**config.mk**
```make
export PLATFORM = sky130hd
export DESIGN_NAME = game_flow_fsm
export DESIGN_NICKNAME = d
export VERILOG_FILES = /design/src/rtl/game_flow_fsm.sv
export SDC_FILE = /design/constraint.sdc
export NUM_CORES = 1
export LEC_CHECK = 0
export ABC_AREA = 1
export BUFFER_PORTS_ARGS = -buffer_cell sky130_fd_sc_hd__buf_2
export CORE_AREA = 8 8 205 207
export CTS_BUF_LIST = sky130_fd_sc_hd__clkbuf_4 sky130_fd_sc_hd__clkbuf_8
export CTS_CLUSTER_SIZE = 8
export DETAILED_ROUTE_END_ITERATION = 16
export DIE_AREA = 0 0 213 215
export PLACE_DENSITY = 0.52
export SYNTH_ARGS = -nofsm -noshare
export SYNTH_HDL_FRONTEND = slang
export SYNTH_SLANG_ARGS = --single-unit
```
**constraint.sdc**
```tcl
create_clock -name clk_main -period 2.2 [get_ports clk_main]
set_input_delay 0.66 -clock clk_main [delete_from_list [all_inputs] [get_ports clk_main]]
set_output_delay 0.66 -clock clk_main [all_outputs]
set_load 0.01 [all_outputs]
```
**src/rtl/game_flow_fsm.sv**
```systemverilog
// Game flow controller: start / play / respawn / level-clear / game-over sequencing.
// Optional pause state is compiled in with `define GAME_FLOW_PAUSE_EN.
module game_flow_fsm #(
  parameter int          NUM_LEVELS  = 4,
  parameter int          NUM_LIVES   = 3,
  parameter int          RESPAWN_CYC = 100000000,
  parameter logic [8:0]  PAUSE_CODE  = 9'h076,
  localparam int         LVL_W       = (NUM_LEVELS > 1) ? $clog2(NUM_LEVELS) : 1,
  localparam int         LIFE_W      = $clog2(NUM_LIVES + 1)
) (
  input  logic              clk_main,
  input  logic              rst_n,
  input  logic              is_hit,
  input  logic              is_clear,
  input  logic [511:0]      key_down,
  input  logic [8:0]        last_change,
  output logic              me_en,
  output logic              enemy_en,
  output logic [2:0]        show_text,
  output logic [LVL_W-1:0]  level,
  output logic [LIFE_W-1:0] lives,
  output logic              level_load,
  output logic [2:0]        state
);
  localparam int CNT_W = (RESPAWN_CYC > 1) ? $clog2(RESPAWN_CYC) : 1;
  localparam logic [LVL_W-1:0] LAST_LVL = LVL_W'(NUM_LEVELS - 1);

  typedef enum logic [2:0] {
    ST_READY    = 3'd0,
    ST_PLAY     = 3'd1,
    ST_OVER     = 3'd2,
    ST_COMPLETE = 3'd3,
    ST_PAUSE    = 3'd4,
    ST_LCLEAR   = 3'd5,
    ST_RESPAWN  = 3'd6
  } state_t;

  state_t            st_q, st_d;
  logic [LVL_W-1:0]  lvl_q, lvl_d;
  logic [LIFE_W-1:0] lives_q, lives_d;
  logic [CNT_W-1:0]  cnt_q, cnt_d;
  logic              load_q, load_d;
  logic              key_r, hit_r, clr_r;

  logic kd_cur, kp, pp, hit_ev, clr_ev;
  assign kd_cur = key_down[last_change];
  assign kp     = kd_cur & ~key_r;
  assign pp     = kp & (last_change == PAUSE_CODE);
  assign hit_ev = is_hit & ~hit_r;
  assign clr_ev = is_clear & ~clr_r;

  always_ff @(posedge clk_main or negedge rst_n) begin
    if (!rst_n) begin
      st_q    <= ST_READY;
      lvl_q   <= '0;
      lives_q <= LIFE_W'(NUM_LIVES);
      cnt_q   <= '0;
      load_q  <= 1'b0;
      key_r   <= 1'b0;
      hit_r   <= 1'b0;
      clr_r   <= 1'b0;
    end else begin
      st_q    <= st_d;
      lvl_q   <= lvl_d;
      lives_q <= lives_d;
      cnt_q   <= cnt_d;
      load_q  <= load_d;
      // edge registers track in every state so events resume cleanly after pause/respawn
      key_r   <= kd_cur;
      hit_r   <= is_hit;
      clr_r   <= is_clear;
    end
  end

  always_comb begin
    st_d    = st_q;
    lvl_d   = lvl_q;
    lives_d = lives_q;
    cnt_d   = cnt_q;
    load_d  = 1'b0;
    case (st_q)
      ST_READY: if (kp) begin
        st_d    = ST_PLAY;
        lvl_d   = '0;
        lives_d = LIFE_W'(NUM_LIVES);
        load_d  = 1'b1;
      end
      ST_PLAY: begin
        if (hit_ev) begin
          if (lives_q > LIFE_W'(1)) begin
            lives_d = lives_q - LIFE_W'(1);
            cnt_d   = CNT_W'(RESPAWN_CYC - 1);
            st_d    = ST_RESPAWN;
          end else begin
            lives_d = '0;
            st_d    = ST_OVER;
          end
        end else if (clr_ev) begin
          st_d = (lvl_q < LAST_LVL) ? ST_LCLEAR : ST_COMPLETE;
        end
`ifdef GAME_FLOW_PAUSE_EN
        else if (pp) begin
          st_d = ST_PAUSE;
        end
`endif
      end
`ifdef GAME_FLOW_PAUSE_EN
      ST_PAUSE: if (pp) st_d = ST_PLAY;
`endif
      ST_LCLEAR: if (kp) begin
        st_d   = ST_PLAY;
        load_d = 1'b1;
        if (lvl_q < LAST_LVL) lvl_d = lvl_q + LVL_W'(1);
      end
      ST_RESPAWN: begin
        if (cnt_q == '0) begin
          st_d   = ST_PLAY;
          load_d = 1'b1;
        end else begin
          cnt_d = cnt_q - CNT_W'(1);
        end
      end
      ST_OVER, ST_COMPLETE: if (kp) st_d = ST_READY;
      default: st_d = ST_READY;
    endcase
  end

  always_comb begin
    show_text = 3'd0;
    case (st_q)
      ST_READY:    show_text = 3'd1;
      ST_OVER:     show_text = 3'd2;
      ST_COMPLETE: show_text = 3'd3;
`ifdef GAME_FLOW_PAUSE_EN
      ST_PAUSE:    show_text = 3'd4;
`endif
      ST_LCLEAR:   show_text = 3'd5;
      ST_RESPAWN:  show_text = 3'd6;
      default:     show_text = 3'd0;
    endcase
  end

  assign me_en      = (st_q == ST_PLAY);
  assign enemy_en   = (st_q == ST_PLAY) || (st_q == ST_RESPAWN) || (st_q == ST_OVER);
  assign level      = lvl_q;
  assign lives      = lives_q;
  assign level_load = load_q;
  assign state      = st_q;
endmodule

```
* Yosys cells after proc, flatten, opt, wreduce, memory -nomap -nowiden
Cells that the tools add are included.
** Word-level totals
- Register bits after elaboration :: 38
- Input bits :: 525
** Operators by class
- Add/subtract/negate cells :: 3
- Magnitude comparators :: 3
- Equal/unequal tests :: 15
- Mux-type cells :: 26
- Bitwise gates (word level) :: 6
- Reductions and logical operators :: 13
** Operator list (count)
- two-way mux 27 bit :: 3
- case mux 27 bit (2 select lines) :: 1
- zero test 27 bit :: 1
- subtractor 27 x 1 -> 27 bit (second input constant) :: 1
- two-way mux 3 bit :: 7
- case mux 3 bit (5 select lines) :: 1
- two-way mux 2 bit :: 6
- inequality test 2 bit (second input constant) :: 6
- case mux 3 bit (4 select lines) :: 1
- AND reduction 4 bit :: 3
- < comparator 9 x 10 -> 1 bit (second input constant) :: 1
- binary-select mux 1 bit (select 9 bit) :: 1
- case mux 2 bit (2 select lines) :: 2
- equality test 3 x 2 -> 1 bit (second input constant) :: 2
- equality test 3 bit (second input constant) :: 2
- inequality test 2 x 1 -> 1 bit (second input constant) :: 3
- nonzero test 2 bit :: 3
- OR reduction 2 bit :: 2
- AND 1 bit :: 3
- equality test 3 x 1 -> 1 bit (second input constant) :: 1
- zero test 3 bit :: 1
- two-way mux 1 bit :: 3
- inequality test 3 x 1 -> 1 bit (second input constant) :: 1
- NOT 1 bit :: 3
- other kinds (7) :: 8

* Depth between registers and ports, before layout
Gate-level depths: netlist of run 1.
- Depth after elaboration :: 5
- Depth in mapped cells :: 19
- Depth with buffers taken out :: 17

* Worst setup path before layout of run 1
No wires, ideal clock.
- Path type :: input-to-reg
- Start point :: in last_change[0]
- End point :: reg st_q[2] (netlist: state[2])
- Arrival :: 2.088 ns
- Slack :: -0.006 ns
- Stages on the path :: 19
- Path through :: buf_6 > inv_4 > buf_6 > buf_6 > nand2_1 > nand3_1 > nand3_1 > nand3_1 > nand3_1 > nand3_1 > nand2_1 > nand2_1 > nand3_1 > nand3_2 > nand3_4 > nand2_2 > nand2_1 > nand2_1 > nand2_1
** Between the ends
- Longest elaborated chain between the ends :: 5
- Elaborated cells between the ends (all ways) :: 6
- Those cells by class :: eq/ne: 2; mux: 2; bitwise: 1; reduce/logical: 1
** Ends and longest elaborated chain
- start, declared :: line 16 : input logic [8:0] last_change,
- binary-select mux 1 bit (select 9 bit) * :: line 46 : assign kd_cur = key_down[last_change];
- two-way mux 1 bit (not written as such) * :: line 46
- AND 1 bit * :: line 47 : assign kp = kd_cur & ~key_r;
- inequality test 2 bit (no source line) or inequality test 2 x 1 -> 1 bit (tied branches)
- AND reduction 4 bit (no source line) *
- end signal, assigned :: line 63 : st_q <= st_d;
- end, declared :: line 38 : state_t st_q, st_d;
Mark *: on every way between the ends. The rest lies on a longest branch, timed or not. The select of a mux whose other input is x is not followed.
A chain may end at the register's enable or synchronous reset.

* Final worst setup path of run 1
Ends and elaborated chain as after synthesis.

==> implementation parameters, run 1 <==
Parameter                              Value

Synth
  Share of the synthesized netlist area taken by xor and xnor gates ... 0.118%
  Number of register bits inferred by synthesis ... 38
  Yosys top cell by area ... nand3_1
  Post-synthesis adder-cell area fraction ... 0.507%
  Mean Syn Cell Area ... 5.15 um2
  Total nets after synthesis ... 1965
  EDFF count, synth ... 0
  Most frequent cell after synthesis ... nand2_1
  Sequential area share after synthesis ... 12.9%
  Proportion of synthesized area in mux cells ... 0%
  Cell types occupying the most area after synthesis ... nand3_1, nand2_1, dfrtp_1
  Main synth FF type ... dfrtp_1
  Post-synthesis compound-gate area fraction ... 3.90%
  Cells after Synth ... 1437
  Async set-or-reset flop fraction in the synthesized netlist ... 100%
  Main combinational cell family by area after synthesis ... simple AND/OR/NAND/NOR gates
  Number of warnings printed during yosys synthesis ... 0
  Yosys top cell area share ... 35.1%
  Synth top cells by count ... nand2_1, nand3_1, buf_2, inv_1, nor2_1
  Fraction of the mapped netlist area in simple logic gates ... 70.1%
  Count of distinct cell types in the synthesized netlist ... 39
  Synthesized cell area ... 7410 um2

Clock tree
  Num CTS Buffers ... 5
  Clk Latency, worst-skew pair ... 0.30 ns
  Total number of clock tree sinks ... 38
  Maximum number of buffers from clock root to sink ... 2
  Cell at the root of the clock tree ... clkbuf_8
  Clock edge transition at the registers on the reported setup and hold paths ... 0.09 ns
  Clock tree from TritonCTS ... done
  Clock H-tree levels ... 2
  Hold buffers post-CTS ... 0

Global routing
  GRT Overall Usage ... 21.0%
  Grt ovf ... 0
  Via count of the first global-routing pass ... 12.8k
  Antenna violations before repair ... 5
  Maximum number of pins on one net before global-route repair ... 49
  First-pass GRT wire length ... 75400 um

Run
  Max capacitance violation total ... 0

Setup path
  Register-to-register setup slack ... 0.19 ns
  Type of the setup path with the least slack ... in -> reg
  RR Endpoint ... cnt_q[11]$_DFFE_PN0P_
  Required @ worst endpoint ... 2.40 ns
  Kind of start point of the critical path ... input port
  Crit. Startpoint ... last_change[0]
  R2r worst-path depth ... 14
  Worst reg2reg startpoint ... cnt_q[5]$_DFFE_PN0P_
  Data arrival time of the critical path ... 2.62 ns
  Largest fanout on the critical path ... 8
  Crit. End Element ... register

Status
  Violations in the final reports ... setup timing
  Run status ... finished with violations

Placed design
  Weighted congestion at the end of routability-driven global placement ... 0.916
  DP HPWL ... 40000 um
  Inst Count DP ... 2507
  Count of port buffers added during placement ... 537

STA
  Maximum operating frequency ... 412 MHz
  Final Worst Setup Slack ... -0.224 ns
  Final period demand of the worst path ... 2.42 ns
  Max Transition Viols Final ... 0
  Worst Max-Slew Pin Slew ... 0.471 ns
  Final Hold Viols ... 0
  Final clock period utilization by the worst path ... 110%
  Final setup fails ... 9
  RSZ-0062 raised after global routing ... yes
  Final sum of negative setup slack ... -1.33 ns
  Worst setup skew after layout ... 0.0140 ns
  Relative slew slack ... 68.6%

Routing
  Residual DRC count ... 0
  Total Routed Length ... 51400 um
  Per-cell routed wire length ... 20.1 um
  Drt initial violations ... 1213
  DRT antenna net count ... 0
  Detailed Routing Iterations Pass 1 ... 10
  Average vias per placed instance ... 4.84
  Via Count ... 12.4k

Die
  I/O pin count ... 538
  Core region area ... 39000 um2
  Number of standard-cell rows in the floorplan ... 73
  Die area ... 45800 um2
  Die height ... 215 um
  Starting density of the core ... 19.0%
  Chip Width ... 213 um

Final layout
  Area growth, synth to finish ... 78.1%
  Number of filler instances in the final layout ... 4380
  Fraction of layout instances using a drive strength above 1 ... 44.4%
  Layout Nets ... 2558
  Non-filler instance count after layout ... 2559

Pwr
  Power density relative to cell area ... 346 nW/um2
  Reported leakage power ... 6.92 nW
  IR drop worst, VDD ... 0.292 mV

Min path
  Path type of the worst min-delay path ... in -> async
critical path, stage by stage:
cell and delay [ns]:
clkbuf_16 0.16, clkinv_16 0.08, buf_16 0.14, buf_12 0.13
buf_16 0.11, nand2_1 0.05, nand3_1 0.07, nand3_2 0.10
nand3_4 0.10, nand3_2 0.10, nand3_4 0.09, nand2_2 0.06
nand2_1 0.07, nand3_2 0.09, nand3_4 0.10, nand3_4 0.13
nand2_4 0.11, nand2_2 0.06, nand2_1 0.09, nand2_1 0.05
timing repair:
| action | 4_1_cts | 5_1_grt |
|---|---|---|
| buffers inserted | 15 | 6 |
| resized for setup | 114 | 124 |
| pin swaps | 25 | 56 |
| gates cloned | 17 | 4 |
| endpoints found under the hold margin | 0 | 0 |
| setup endpoints to repair | 9 | 23 |
worst max-delay path by stage:
stage                           endpoint  slack, ns  cells after the start
floorplan           state[2]$_DFFE_PN0P_     -0.003                     19
global placement    state[2]$_DFFE_PN0P_      -0.86                     19
detailed placement  state[0]$_DFFE_PN0P_      -0.85                     19
CTS                 level[1]$_DFFE_PN0P_      -0.20                     20
global route        state[0]$_DFFE_PN0P_      -0.32                     20
finish              state[2]$_DFFE_PN0P_      -0.22                     20
registers in the layout (all words and copies together), names as in the netlist:
signal / count
key_r: 1
lives: 2
clr_r: 1
level_load: 1
state: 3
cnt_q: 27
hit_r: 1
level: 2
area by class of cell:
type                            instances  area [um2]  share of cell area (%)
Antenna cell                            3        7.51                  0.0569
Tap cell                              525         657                    4.98
Inverter                               53         233                    1.76
Sequential cell                        38         955                    7.23
Clock buffer                            6        82.6                   0.626
Multi-Input combinational cell       1236        6400                    48.5
Timing Repair Buffer                  696        4850                    36.7
Clock inverter                          2        12.5                  0.0948
cells in the final DEF (no fill, tap or decap), types with 2 or more instances in the layout:
| cell | netlist | final |
|---|---|---|
| a21o_1 | 2 | 2 |
| a21oi_1 | 17 | 17 |
| a31oi_1 | 2 | 2 |
| buf_12 | 0 | 27 |
| buf_16 | 0 | 20 |
| buf_2 | 59 | 535 |
| buf_4 | 5 | 96 |
| buf_6 | 28 | 9 |
| bufbuf_16 | 0 | 4 |
| clkbuf_16 | 0 | 5 |
| clkbuf_8 | 0 | 6 |
| dfrtp_1 | 36 | 35 |
| dfstp_2 | 2 | 2 |
| diode_2 | 0 | 3 |
| ha_1 | 3 | 3 |
| inv_1 | 47 | 43 |
| inv_2 | 5 | 7 |
| nand2_1 | 591 | 565 |
| nand2_2 | 2 | 22 |
| nand2_4 | 0 | 6 |
| nand3_1 | 520 | 384 |
| nand3_2 | 3 | 132 |
| nand3_4 | 1 | 8 |
| nand4_1 | 6 | 6 |
| nor2_1 | 42 | 32 |
| nor2_2 | 2 | 10 |
| nor2_4 | 0 | 2 |
| nor3_1 | 4 | 3 |
| nor3_2 | 1 | 2 |
| nor4_1 | 3 | 3 |
| o21ai_0 | 25 | 24 |
through the flow:
step / hold WS (ns) / power, mW / utilization (%) / cell area [um2] / worst slack, ns
after floorplan: 0.364 / 2.23 / - / 7410 / -0.00339
after global placement: 0.459 / 3.56 / 28.9 / 11300 / -0.858
after detailed placement: 0.468 / 3.56 / 28.9 / 11300 / -0.849
after CTS: 0.314 / 4.42 / 32.2 / 12500 / -0.199
after global routing: 0.335 / 4.92 / 33.8 / 13200 / -0.320
final: 0.309 / 4.57 / 33.8 / 13200 / -0.224
kinds of logic (layout without fill, tap and decap cells):
group                    count (synthesis)  after routing
AND/OR/NAND/NOR                       1181           1181
XOR/XNOR                                 1              1
adder cells (fa/ha/maj)                  3              3
buffers and inverters                  163            757
AO/OA/AOI/OAI                           51             51
flip-flops                              38             38
other                                    0              3
report_power, final:
part | total [mW] | leakage (nW) | internal [mW] | switching, mW
clock | 0.526 | 0.0472 | 0.253 | 0.273
combinational | 3.21 | 6.46 | 1.41 | 1.80
sequential | 0.836 | 0.414 | 0.778 | 0.0579
total | 4.57 | 6.92 | 2.44 | 2.13
layer usage:
| layer | GRT usage [%] | vias to the layer above | share of wire [%] |
|---|---|---|---|
| met5 | 0 | - | 0.031 |
| met4 | 3.89 | 2 | 1.7 |
| met3 | 3.59 | 57 | 7.7 |
| met2 | 36.4 | 632 | 48 |
| met1 | 26.9 | 5715 | 43 |
| li1 | - | 5988 | - |
(Power assumes the default switching activity.)
==> inputs of run 2 (changes only) <==
--- a/config.mk
+++ b/config.mk
@@ -10,5 +10,4 @@
 export CORE_AREA = 8 8 205 207
 export CTS_BUF_LIST = sky130_fd_sc_hd__clkbuf_4 sky130_fd_sc_hd__clkbuf_8
-export CTS_CLUSTER_SIZE = 8
 export DETAILED_ROUTE_END_ITERATION = 16
 export DIE_AREA = 0 0 213 215
==> constraint.sdc (replaced) <==
create_clock -name clk_main -period 3 [get_ports clk_main]
set_input_delay 0.3 -clock clk_main [delete_from_list [all_inputs] [get_ports clk_main]]
set_output_delay 0.3 -clock clk_main [all_outputs]
set_load 0.01 [all_outputs]
==> implementation parameters, run 2 (synthesized netlist as in run 1, its figures left out) <==
Parameter                              Value

Setup path
  Type of the setup path with the least slack ... in -> reg
  Crit. Startpoint ... last_change[0]
  Sequence of cells on the critical path ... clkbuf_8 > buf_12 > buf_4 > nand2_1 > nand3_1 > nand3_1 > nand3_1 > nand3_1 > nand3_1 > nand2_1 > nand2_1 > nand3_1 > nand3_2 > nand3_4 > nand2_2 > nand2_1 > nand2_1 > nand2_1
  Number of buffer and inverter stages on the critical path ... 3
  Delay of the slowest cell on the worst path ... 0.34 ns
  RR Endpoint ... cnt_q[23]$_DFFE_PN0P_
  Data arrival time of the critical path ... 2.66 ns
  Worst reg2reg startpoint ... state[2]$_DFFE_PN0P_
  Required @ worst endpoint ... 3.19 ns
  Largest fanout on the critical path ... 97
  R2r worst-path depth ... 13
  Cell family with the largest share of critical-path delay ... simple AND/OR/NAND/NOR gates
  Kind of start point of the critical path ... input port
  Slowest-stage cell, CP ... buf_4
  Register-to-register setup slack ... 0.70 ns
  Crit. End Element ... register

Global routing
  Antenna violations before repair ... 7
  Met2 track utilization from global routing ... 31.8%
  Grt ovf ... 0
  GR Util met1 ... 24.9%
  GRT Overall Usage ... 18.8%
  Global routing usage on met3 ... 2.95%
  First-pass GRT wire length ... 68000 um
  Via count of the first global-routing pass ... 11.5k
  Maximum number of pins on one net before global-route repair ... 98
  Layer with the highest usage ... met2

Routing
  Via Count ... 11.6k
  Residual DRC count ... 0
  Total Routed Length ... 46000 um
  Drt initial violations ... 1106
  Detailed Routing Iterations Pass 1 ... 5
  DRT antenna net count ... 0
  Per-cell routed wire length ... 18.9 um
  Average vias per placed instance ... 4.78

STA
  Worst Max-Slew Pin Slew ... 0.877 ns
  Relative slew slack ... 41.5%
  Final clock period utilization by the worst path ... 82.3%
  Final setup fails ... 0
  RSZ-0062 raised after global routing ... no
  Final period demand of the worst path ... 2.47 ns
  Worst setup skew after layout ... 0.0122 ns
  Max Transition Viols Final ... 0
  Final sum of negative setup slack ... 0 ns
  Maximum operating frequency ... 405 MHz
  Final Hold Viols ... 0

Final layout
  Post-route cell area ... 10600 um2
  Most common cell after layout, fill and taps aside ... nand2_1
  Post-layout utilization of the core ... 27.2%
  Area growth, synth to finish ... 43.4%
  Non-filler instance count after layout ... 2436
  Highest-count cells in the layout ignoring fill and taps ... nand2_1, buf_2, nand3_1, inv_1, nor2_1
  Register name with the most flops ... cnt_q
  Layout Nets ... 2434
  Number of flip-flops under the largest register name ... 27
  Fraction of layout instances using a drive strength above 1 ... 31.6%

Clock tree
  Maximum number of buffers from clock root to sink ... 2
  Num CTS Buffers ... 5
  Total number of clock tree sinks ... 38
  Count of instances resized after the clock tree is built ... 0
  Clock H-tree levels ... 2
  Clock tree from TritonCTS ... done
  Cell at the root of the clock tree ... clkbuf_8
  Hold buffers post-CTS ... 0
  Clk Latency, worst-skew pair ... 0.30 ns
  # Post-CTS Setup Buffers ... 0
  Clock edge transition at the registers on the reported setup and hold paths ... 0.08 ns

Run
  Max capacitance violation total ... 0

Die
  Number of standard-cell rows in the floorplan ... 73
  Core region area ... 39000 um2
  Die area ... 45800 um2
  Die height ... 215 um
  Starting density of the core ... 19.0%
  Chip Width ... 213 um
  I/O pin count ... 538

Placed design
  DP HPWL ... 37900 um
  Count of port buffers added during placement ... 537
  Weighted congestion at the end of routability-driven global placement ... 0.932
  Cell area reported after detailed placement ... 10500 um2
  Inst Count DP ... 2424

Status
  Run status ... finished, final reports clean

Pwr
  Reported leakage power ... 5.69 nW
  Power density relative to cell area ... 278 nW/um2
  IR drop worst, VDD ... 0.226 mV

Min path
  Path type of the worst min-delay path ... in -> async
-- run 2: worst max-delay path by stage --
stage | end | cells past startpoint
after floorplan | cnt_q[23]$_DFFE_PN0P_ | 14
after global placement | state[2]$_DFFE_PN0P_ | 18
after detailed placement | state[2]$_DFFE_PN0P_ | 18
after CTS | state[2]$_DFFE_PN0P_ | 18
after global routing | cnt_q[23]$_DFFE_PN0P_ | 13
final | state[2]$_DFFE_PN0P_ | 18
-- run 2: stage by stage --
| stage | setup slack [ns] | hold slack [ns] | power, mW |
|---|---|---|---|
| 6_report | 0.530 | 0.122 | 2.95 |
| 5_1_grt | 0.310 | 0.117 | 3.18 |
| 3_5_place_dp | 0.289 | 0.425 | 2.42 |
| 2_1_floorplan | 1.06 | 0.00441 | 1.63 |
| 3_3_place_gp | 0.286 | 0.423 | 2.42 |
| 4_1_cts | 0.613 | 0.110 | 2.97 |
-- run 2: metal layers --
layer / part of all wire [%] / wire length, um
met5: 0.061 / 28
met4: 1.5 / 689
met3: 8.0 / 3690
met2: 47 / 21700
met1: 43 / 19900
-- run 2: worst reg2reg max path: cells and delay by family, from the launching register on --
| family | cells | cell delay (ns) |
|---|---|---|
| simple gates | 9 | 1.17 |
| flops | 1 | 0.49 |
| buf+inv | 3 | 0.30 |
| compound gates | 1 | 0.19 |
-- run 2: power breakdown --
part	internal, mW	switching [mW]	total (mW)
logic	0.695	1.10	1.79
registers	0.570	0.0420	0.612
clock network	0.355	0.188	0.543
total	1.62	1.33	2.95
-- run 2: area by class of cell --
class	count	area, um2
Tap cell	525	657
Fill cell	4613	28400
Clock inverter	2	60.1
Inverter	53	209
Antenna cell	4	10.0
Sequential cell	38	953
Timing Repair Buffer	572	3120
Clock buffer	6	82.6
Multi-Input combinational cell	1236	5530
